[config.mk]
export PLATFORM = sky130hd
export DESIGN_NAME = sr_btn_ctrl
export DESIGN_NICKNAME = d
export VERILOG_FILES = /design/src/rtl/sr_btn_ctrl.sv
export SDC_FILE = /design/constraint.sdc
export NUM_CORES = 1
export LEC_CHECK = 0
export CORE_MARGIN = 5
export CORE_UTILIZATION = 60
export CTS_CLUSTER_DIAMETER = 30
export DETAILED_ROUTE_END_ITERATION = 7
export PLACE_DENSITY = 0.83
export SLEW_MARGIN = 30
export SYNTH_ARGS = -nofsm -noshare
export SYNTH_HDL_FRONTEND = slang
export SYNTH_SLANG_ARGS = --single-unit
export TNS_END_PERCENT = 100
[constraint.sdc]
create_clock -name clk -period 3.55 [get_ports clk]
set_input_delay 0.355 -clock clk [delete_from_list [all_inputs] [get_ports clk]]
set_output_delay 0.355 -clock clk [all_outputs]
set_load 0.005 [all_outputs]
[src/rtl/sr_btn_ctrl.sv]
// sr_btn_ctrl: debounced set/clear buttons arbitrated into s/r pulses for an SR flip-flop
module sr_btn_ctrl #(
    parameter int DB_CYCLES = 4
) (
    input  logic clk,
    input  logic rst,
    input  logic set_btn,
    input  logic clr_btn,
    output logic s,
    output logic r,
    output logic conflict,
    output logic q_model
);
    typedef enum logic [1:0] {IDLE, PULSE_S, PULSE_R, GAP} state_t;
    state_t state, state_n;
    logic [1:0] sync1, sync2, lvl, lvl_d, pend, rise, take;
    logic [7:0] cnt [2];
    logic conf_n;
    assign rise = lvl & ~lvl_d;
    // synchronize, debounce and latch rising-edge requests per channel (bit 0 set, bit 1 clear)
    always_ff @(posedge clk or posedge rst) begin
        if (rst) begin
            sync1 <= '0;
            sync2 <= '0;
            lvl <= '0;
            lvl_d <= '0;
            pend <= '0;
            cnt[0] <= '0;
            cnt[1] <= '0;
        end else begin
            sync1 <= {clr_btn, set_btn};
            sync2 <= sync1;
            lvl_d <= lvl;
            pend <= (pend & ~take) | rise;
            for (int i = 0; i < 2; i++) begin
                if (sync2[i] != lvl[i]) begin
                    if (cnt[i] == 8'(DB_CYCLES - 1)) begin
                        lvl[i] <= ~lvl[i];
                        cnt[i] <= '0;
                    end else begin
                        cnt[i] <= cnt[i] + 8'd1;
                    end
                end else begin
                    cnt[i] <= '0;
                end
            end
        end
    end
    // arbiter: one pulse per request, a gap cycle after each, simultaneous requests cancel
    always_comb begin
        state_n = state;
        take = 2'b00;
        conf_n = 1'b0;
        case (state)
            IDLE: begin
                if (pend == 2'b11) begin
                    take = 2'b11;
                    conf_n = 1'b1;
                end else if (pend[0]) begin
                    take = 2'b01;
                    state_n = PULSE_S;
                end else if (pend[1]) begin
                    take = 2'b10;
                    state_n = PULSE_R;
                end
            end
            PULSE_S, PULSE_R: state_n = GAP;
            default: state_n = IDLE;
        endcase
    end
    // state register and registered pulse outputs; q_model tracks the downstream flip-flop
    always_ff @(posedge clk or posedge rst) begin
        if (rst) begin
            state <= IDLE;
            s <= 1'b0;
            r <= 1'b0;
            conflict <= 1'b0;
            q_model <= 1'b0;
        end else begin
            state <= state_n;
            s <= state_n == PULSE_S;
            r <= state_n == PULSE_R;
            conflict <= conf_n;
            q_model <= s ? 1'b1 : r ? 1'b0 : q_model;
        end
    end
endmodule

==> metrics.cfg, run 1 <==
[status]
status = finished, final reports clean

[clocking]
clkLatencyLatePin_ps = 330
clk_pin_slew_ps = 80
cts_root_buf = clkbuf_4
postCtsSetupRepairBufs = 0
max-clock-path-buffers = 2
cts_tree = built
cts_resized = 0
cts_sinks = 32
hold_buffers = 0
htree_levels = 2
cts_buffers = 5

[finish]
final_util = 0.691
nNetsFinal = 139
layout_commonest_cell = dfrtp_1
antenna_cells = 0
fill_cells = 172
most-common-layout-cells = dfrtp_1 (32), nor2_1 (17), nand3_1 (9)
drive_gt1_frac = 0.0833
area_growth_pct = 12.4

[timing]
finalHoldViolations = 0
period_needed_ps = 1530
setup_viol = 0
fin_skew_ps = 8.05
max_slew_margin = 0.585
period_share = 0.431
final_max_slew_viol_count = 0
whs_ps = 354
fmax_mhz = 653
worst_slew_pin_slew_ps = 621
setup_tns_ps = 0
rsz0062_at_grt = false

[setup_path]
crit_slowest_cell = clkdlybuf4s50_1
critPathCaptureType = output pin
reg2reg_slack_ps = 2040
critPathTopFamily = buffers and inverters
crit_arrival_ps = 1180
cp_max_fo = 2
worstPathCellList = clkdlybuf4s50_1
cp.required_ps = 3190
slowest_delay_ps = 500
worstSetupPathType = flip-flop to output pin
cp-start-kind = flip-flop
crit_buf_inv = 1

[global_route]
overflow = 0
grt_pass1_wl_um = 3930
grt_pass1_vias = 945
antenna_found_initial = 0
grt_start_max_net_pins = 33
grt_usage = 0.161

[route]
num_vias = 861
drt_wl_total_um = 2120
wl_per_cell_um = 13.3
drtPass1Iterations = 4
drc_errors = 0
viasPerCell = 5.38
ant_nets = 0
drt_iter0_drc = 18

[synth]
synth.distinct_cells = 25
ys_ff_latch = 32
yosysWarnings = 0
synth_fp_nets = 125
seq_area_frac_synth = 0.607
netlist_area_um2 = 1320
postSynthAreaPerCell_um2 = 11.3
synthCells = 117

[hold_path]
hp-class = flip-flop to flip-flop

[die]
start_util = 0.614
coreArea_um2 = 2150
fp.dieW_um = 56.9
dieArea_um2 = 3240
num_rows = 17
io_pins = 8
die_y_um = 56.9

[power]
seq_power_share = 0.512
p_comb_frac = 0.287
power.leakage_nw = 0.693
p_per_area_nw_per_um2 = 706
internal_power_mw = 0.699
switchingPower_mw = 0.349
power_switching_share = 0.333
peakVddDrop_v = 0.000529
power_frac_clock = 0.201

[job]
maxCapViolCount = 0

[placed_design]
hpwlAfterDp_um = 1570
routabilityCongestion = 0.771
port-buffer-count = 7

-- power groups by stage --
stage	combinational (mW)	sequential [mW]	clock, mW
after detailed placement	0.302	0.544	0
after CTS	0.303	0.537	0.215
after global placement	0.287	0.532	0
final	0.300	0.537	0.211
after floorplan	0.218	0.525	0
after global routing	0.343	0.550	0.232
-- worst paths after layout --
| kind | startpoint | to | cells past startpoint |
|---|---|---|---|
| worst max-delay path | s$_DFF_PP0_ | s | 1 |
| worst min-delay path | sync1[1]$_DFF_PP0_ | sync2[1]$_DFF_PP0_ | 0 |
| worst max register to register | state[0]$_DFF_PP0_ | s$_DFF_PP0_ | 4 |
| worst min register to register | sync1[1]$_DFF_PP0_ | sync2[1]$_DFF_PP0_ | 0 |
| max in group asynchronous | rst | q_model$_DFFE_PP0P_ | 2 |
| min in group asynchronous | rst | sync1[0]$_DFF_PP0_ | 2 |
-- synth_stat cells --
| cell | n | area, µm² |
|---|---|---|
| or3b_2 | 1 | 8.76 |
| ha_1 | 4 | 50.1 |
| and3_1 | 4 | 25.0 |
| inv_1 | 9 | 33.8 |
| o21ai_0 | 1 | 5.00 |
| a21oi_1 | 5 | 25.0 |
| xor2_1 | 7 | 61.3 |
| or3_1 | 1 | 6.26 |
| mux2_1 | 1 | 11.3 |
| nand2_1 | 7 | 26.3 |
| nor4_1 | 1 | 6.26 |
| nand2b_1 | 1 | 6.26 |
| xnor2_1 | 6 | 52.6 |
| nor3_1 | 1 | 5.00 |
| nor2_1 | 17 | 63.8 |
| mux2_2 | 1 | 11.3 |
| nor3b_1 | 1 | 7.51 |
| nand3_2 | 1 | 10.0 |
| a21o_1 | 1 | 7.51 |
| nor4_2 | 1 | 12.5 |
| and2_1 | 1 | 6.26 |
| nand3_1 | 9 | 45.0 |
| maj3_1 | 2 | 20.0 |
| o22ai_1 | 2 | 12.5 |
| dfrtp_1 | 32 | 801 |
-- state kept, by name, summed over array words and instances, names as in the netlist --
signal    flops
s             1
cnt          16
sync2         2
state         2
lvl_d         2
sync1         2
r             1
pend          2
q_model       1
lvl           2
conflict      1
-- metal layers --
metal	track usage	share of wire	vias up
li1	-	-	414
met1	0.176	0.41	428
met2	0.266	0.52	13
met3	0.0736	0.046	6
met4	0.0728	0.019	0
met5	0	0	-
-- cell type report --
| class | count | area [µm²] | share of cell area |
|---|---|---|---|
| clock buffer | 8 | 58.8 | 0.0396 |
| inverter | 9 | 33.8 | 0.0228 |
| multi-input combinational | 76 | 485 | 0.327 |
| sequential | 32 | 801 | 0.540 |
| tap | 28 | 35.0 | 0.0236 |
| timing repair buffer | 7 | 70.1 | 0.0472 |
-- stage by stage --
step	area [µm²]	cells	power [mW]	worst slack, ps
after floorplan	1320	117	0.743	2170
final	1480	160	1.05	2020
after global placement	1430	152	0.819	1850
after global routing	1480	160	1.13	1950
after detailed placement	1430	152	0.846	2060
after CTS	1480	160	1.06	2000
-- kinds of logic (layout without fill, tap and decap cells) --
group / after synthesis / in the layout / share of synthesized area
AOI/OAI and AO/OA: 9 / 9 / 0.0379
xor gates and xnor gates: 13 / 13 / 0.0863
adders and majority gates: 6 / 6 / 0.0531
buffers and inverters: 9 / 24 / 0.0256
DFF: 32 / 32 / 0.607
muxes: 2 / 2 / 0.0171
and+or+nand+nor: 46 / 46 / 0.173
Power figures use the tool's default switching activity.
==> run 2, diff against run 1 <==
CORE_UTILIZATION = 56   (was 60)
PLACE_DENSITY = 0.79   (was 0.83)
clock period = 1.45 ns   (was 3.55 ns; I/O delays follow)
==> metrics.cfg, run 2 (same netlist as run 1, synthesis figures left out) <==
[finish]
area_growth_pct = 16.1
regMostFlops = cnt
largest_register_ffs = 16  ; unchanged
final_area_um2 = 1530  ; +3.3%
layout_commonest_cell = dfrtp_1
drive_gt1_frac = 0.131  ; +0.0481
fill_cells = 179  ; +4.1%
most-common-layout-cells = dfrtp_1 (32), nor2_1 (17), inv_1 (9), nand3_1 (9)
final_cells = 165  ; +3.1%
final_util = 0.686  ; -0.00447
nNetsFinal = 145  ; +4.3%
antenna_cells = 0  ; unchanged

[die]
coreArea_um2 = 2230  ; +4.0%
num_rows = 17  ; unchanged
io_pins = 8  ; unchanged
die_y_um = 58.6  ; +2.9%
start_util = 0.591  ; -0.0234
fp.dieW_um = 58.6  ; +2.9%
dieArea_um2 = 3430  ; +5.9%

[route]
drt_iter0_drc = 6  ; -12
num_vias = 884  ; +2.7%
viasPerCell = 5.36  ; -0.44%
drt_wl_total_um = 2050  ; -3.3%
wl_per_cell_um = 12.4  ; -6.2%
ant_nets = 0  ; unchanged
drtPass1Iterations = 4  ; unchanged
drc_errors = 0  ; unchanged

[setup_path]
r2r-start = state[0]$_DFF_PP0_
crit_slowest_cell = or3b_2
cp_max_fo = 3  ; +1
cp.required_ps = 1700  ; -1490 ps
reg2reg_slack_ps = 30  ; -2010 ps
cp-start-kind = flip-flop
slowest_delay_ps = 470  ; -30 ps
r2r-end = r$_DFF_PP0_
worstPathCellList = buf_4 -> ha_1 -> or3b_2 -> a21oi_1
reg2regPathDepth = 4  ; unchanged
critPathCaptureType = flip-flop
crit_arrival_ps = 1670  ; +490 ps
worstSetupPathType = flip-flop to flip-flop

[clocking]
cts_tree = built
htree_levels = 2  ; unchanged
cts_buffers = 5  ; unchanged
max-clock-path-buffers = 2  ; unchanged
hold_buffers = 0  ; unchanged
clkLatencyLatePin_ps = 330  ; about the same
clk_pin_slew_ps = 90  ; about the same
cts_sinks = 32  ; unchanged
cts_root_buf = clkbuf_4

[timing]
final_max_slew_viol_count = 0  ; unchanged
finalHoldViolations = 0  ; unchanged
period_share = 0.979
setup_viol = 0  ; unchanged
fin_skew_ps = 10.4  ; +2.31 ps
worst_slew_pin_slew_ps = 381  ; -240 ps
max_slew_margin = 0.746  ; +0.161
fmax_mhz = 705
rsz0062_at_grt = false
period_needed_ps = 1420

[global_route]
grt_pass1_wl_um = 3570  ; -9.0%
grt_start_max_net_pins = 33  ; unchanged
overflow = 0  ; unchanged
grt_usage = 0.144  ; -0.0165
antenna_found_initial = 0  ; unchanged
grt_pass1_vias = 893  ; -5.5%

[placed_design]
hpwlAfterDp_um = 1460  ; -6.9%
routabilityCongestion = 0.860  ; +12%
dp_cells = 156  ; +2.6%
placed_area_um2 = 1460  ; +2.1%
port-buffer-count = 7  ; unchanged

[status]
status = finished, final reports clean

[power]
p_per_area_nw_per_um2 = 1730  ; +140%
peakVddDrop_v = 0.00118  ; +120%
power.leakage_nw = 0.720  ; +3.9%

[hold_path]
hp-class = input port to async pin

[job]
maxCapViolCount = 0  ; unchanged

==> run 2: cell types whose count changed in the layout (fill, tap and decap cells not counted), sizes merged <==
cell / delta
clkinv: +1
clkbuf: -2
buf: +6
==> run 2: layout make-up <==
cell class | instances | area, µm² | share of cell area
Timing Repair Buffer | 13 | 115 | 0.0751
Multi-Input combinational cell | 76 | 502 | 0.327
Clock buffer | 6 | 41.3 | 0.0269
Inverter | 9 | 33.8 | 0.0220
Tap cell | 28 | 35.0 | 0.0229
Clock inverter | 1 | 5.00 | 0.00327
Sequential cell | 32 | 801 | 0.522
==> run 2: routing by layer <==
metal / vias up / wire (µm) / track usage
met5: - / 0 / 0
met2: 20 / 967 / 0.230
met1: 427 / 903 / 0.153
met4: 0 / 67 / 0.0927
li1: 428 / - / -
met3: 9 / 114 / 0.0680
==> run 2: what timing repair did <==
| action | CTS | global route |
|---|---|---|
| endpoints found under the setup margin | 2 | 2 |
| gates resized for setup | 0 | 2 |
| buffers inserted | 2 | 0 |
==> run 2: how the worst max path moves through the flow <==
stage,to,slack [ps],depth (start not counted),start
2_1_floorplan,r$_DFF_PP0_,70,4,state[0]$_DFF_PP0_
3_3_place_gp,s$_DFF_PP0_,40,4,state[0]$_DFF_PP0_
3_5_place_dp,r$_DFF_PP0_,-40,4,state[0]$_DFF_PP0_
4_1_cts,r$_DFF_PP0_,10,4,state[0]$_DFF_PP0_
5_1_grt,r$_DFF_PP0_,4,4,state[0]$_DFF_PP0_
6_report,r$_DFF_PP0_,30,4,state[0]$_DFF_PP0_
==> run 2: metrics by stage <==
stage | setup TNS (ps) | hold WS (ps) | setup slack [ps] | power [mW]
after floorplan | 0 | 176 | 68.4 | 1.82
after global placement | 0 | 336 | 44.8 | 2.05
after detailed placement | -68.6 | 338 | -43.9 | 2.13
after CTS | 0 | 200 | 11.2 | 2.63
after global routing | 0 | 211 | 3.86 | 2.86
final | 0 | 192 | 30.8 | 2.65
==> run 2: critical path, delay by kind of cell, from the launching register on <==
kind | cells | cell delay, ps
adder cells (fa/ha/maj) | 1 | 220
buffers and inverters | 1 | 140
AO/OA/AOI/OAI | 1 | 130
flip-flops | 1 | 390
AND/OR/NAND/NOR | 1 | 470
==> run 2: power breakdown <==
part           internal, mW  switching (mW)
combinational         0.462           0.462
clock                 0.178           0.266
sequential             1.12           0.165
total                  1.76           0.892
==> run 3, diff against run 2 <==
CORE_UTILIZATION = 25   (was 56)
PLACE_DENSITY = unset   (was 0.79)
==> metrics.cfg, run 3 (same netlist as run 1, synthesis figures left out) <==
[route]
viasPerCell = 4.03  ; -25%
ant_nets = 0  ; unchanged
drtPass1Iterations = 4  ; unchanged
num_vias = 834  ; -5.7%
drc_errors = 0  ; unchanged
drt_wl_total_um = 2080  ; +1.3%
wl_per_cell_um = 10.0  ; -19%
drt_iter0_drc = 45  ; +39

[clocking]
cts_buffers = 5  ; unchanged
max-clock-path-buffers = 2  ; unchanged
cts_tree = built
clk_pin_slew_ps = 70  ; -20 ps
htree_levels = 2  ; unchanged
hold_buffers = 0  ; unchanged
clkLatencyLatePin_ps = 280  ; -50 ps
cts_root_buf = clkbuf_8
cts_sinks = 32  ; unchanged

[timing]
setup_viol = 0  ; unchanged
period_needed_ps = 1330  ; -85.7 ps
max_slew_margin = 0.734  ; -0.0122
rsz0062_at_grt = false
fmax_mhz = 750  ; +6.4%
finalHoldViolations = 0  ; unchanged
worst_slack_ps = 116  ; +85.7 ps
whs_ps = 242  ; +49.7 ps
period_share = 0.920  ; -0.0591
worst_slew_pin_slew_ps = 399  ; +18.3 ps
fin_skew_ps = 12.1  ; +1.74 ps
final_max_slew_viol_count = 0  ; unchanged

[setup_path]
crit_slowest_cell = or3b_4
cp.required_ps = 1660  ; -40 ps
worstSetupPathType = flip-flop to flip-flop
r2r-end = r$_DFF_PP0_
cp-start-kind = flip-flop
reg2regPathDepth = 4  ; unchanged
reg2reg_slack_ps = 120  ; +90 ps
cp_max_fo = 3  ; unchanged
critPathCaptureType = flip-flop
crit_path_end = r$_DFF_PP0_
r2r-start = state[1]$_DFF_PP0_
worstPathCellList = inv_1 -> ha_1 -> or3b_4 -> a21oi_2
startpoint = state[1]$_DFF_PP0_
slowest_delay_ps = 420  ; -50 ps
crit_arrival_ps = 1550  ; -120 ps

[power]
finalPower_mw = 2.79  ; +5.5%
power.leakage_nw = 0.734  ; +1.9%
p_per_area_nw_per_um2 = 1740  ; +0.38%
peakVddDrop_v = 0.000795  ; -32%

[placed_design]
routabilityCongestion = 0.795  ; -7.5%
dp_cells = 199  ; +28%
post-place-ws_ps = -11.7  ; +32.3 ps
hpwlAfterDp_um = 1410  ; -3.0%
port-buffer-count = 7  ; unchanged

[finish]
largest_register_ffs = 16  ; unchanged
drive_gt1_frac = 0.131  ; unchanged
antenna_cells = 0  ; unchanged
fill_cells = 535  ; +200%
layout_commonest_cell = dfrtp_1
nNetsFinal = 145  ; unchanged
final_cells = 207  ; +25%
most-common-layout-cells = dfrtp_1 (32), nor2_1 (17), inv_1 (9), nand3_1 (9)
regMostFlops = cnt
area_growth_pct = 22.0

[die]
die_y_um = 82.7  ; +41%
coreArea_um2 = 5110  ; +130%
fp.dieW_um = 82.7  ; +41%
dieArea_um2 = 6830  ; +99%
start_util = 0.258  ; -0.333
io_pins = 8  ; unchanged
num_rows = 26  ; +9

[global_route]
grt_pass1_wl_um = 3690  ; +3.3%
grt_start_max_net_pins = 33  ; unchanged
overflow = 0  ; unchanged
antenna_found_initial = 0  ; unchanged
grt_pass1_vias = 849  ; -4.9%
grt_usage = 0.0737  ; -0.0705

[job]
maxCapViolCount = 0  ; unchanged

[hold_path]
hp-class = input port to async pin

[status]
status = finished, final reports clean

-- run 3: cell counts in the layout (fill, tap and decap cells not counted) --
Identical to the previous run, type by type.
-- run 3: worst min-delay path by stage --
| stage | startpoint | endpoint | slack, ps | depth (start not counted) |
|---|---|---|---|---|
| after floorplan | set_btn | sync1[0]$_DFF_PP0_ | 180 | 0 |
| after global placement | sync1[0]$_DFF_PP0_ | sync2[0]$_DFF_PP0_ | 330 | 0 |
| after detailed placement | sync1[1]$_DFF_PP0_ | sync2[1]$_DFF_PP0_ | 340 | 0 |
| after CTS | rst | pend[1]$_DFF_PP0_ | 260 | 3 |
| after global routing | rst | cnt[9]$_DFF_PP0_ | 290 | 3 |
| final | rst | cnt[13]$_DFF_PP0_ | 240 | 3 |
-- run 3: metal layers --
layer / up-vias / wire [µm] / track usage / share of wire
met4: 0 / 51 / 0.0441 / 0.025
met2: 12 / 922 / 0.113 / 0.44
met5: - / 0 / 0 / 0
met1: 394 / 991 / 0.0865 / 0.48
li1: 421 / - / - / -
met3: 7 / 113 / 0.0293 / 0.054
-- run 3: cell type report --
type	instances	area, µm²	area share
Clock buffer	6	72.6	0.0451
Timing Repair Buffer	13	115	0.0715
Multi-Input combinational cell	76	495	0.308
Sequential cell	32	801	0.497
Tap cell	70	87.6	0.0544
Inverter	9	33.8	0.0210
Clock inverter	1	5.00	0.00311
-- run 3: through the flow --
step / util / setup TNS (ps) / cell area, µm²
final: 0.315 / 0 / 1610
after global routing: 0.315 / 0 / 1610
after CTS: 0.313 / 0 / 1600
after detailed placement: 0.297 / -14.5 / 1520
after global placement: 0.297 / 0 / 1520
after floorplan: - / 0 / 1320
-- run 3: critical path: cells and delay by family (launching register included) --
family / cells / cell delay [ps]
AO/OA/AOI/OAI: 1 / 110
adder cells (fa/ha/maj): 1 / 310
buffers and inverters: 1 / 70
flip-flops: 1 / 370
AND/OR/NAND/NOR: 1 / 420
-- run 3: power breakdown --
group | total (mW) | switching (mW) | leakage, nW | internal, mW
Sequential | 1.29 | 0.167 | 0.414 | 1.12
Clock | 0.631 | 0.305 | 0.0410 | 0.326
Combinational | 0.877 | 0.432 | 0.279 | 0.445
-- run 3: what timing repair did --
action                     4_1_cts  5_1_grt
setup endpoints to repair        2        2
setup buffers                    1        0
gates resized for setup          0        3
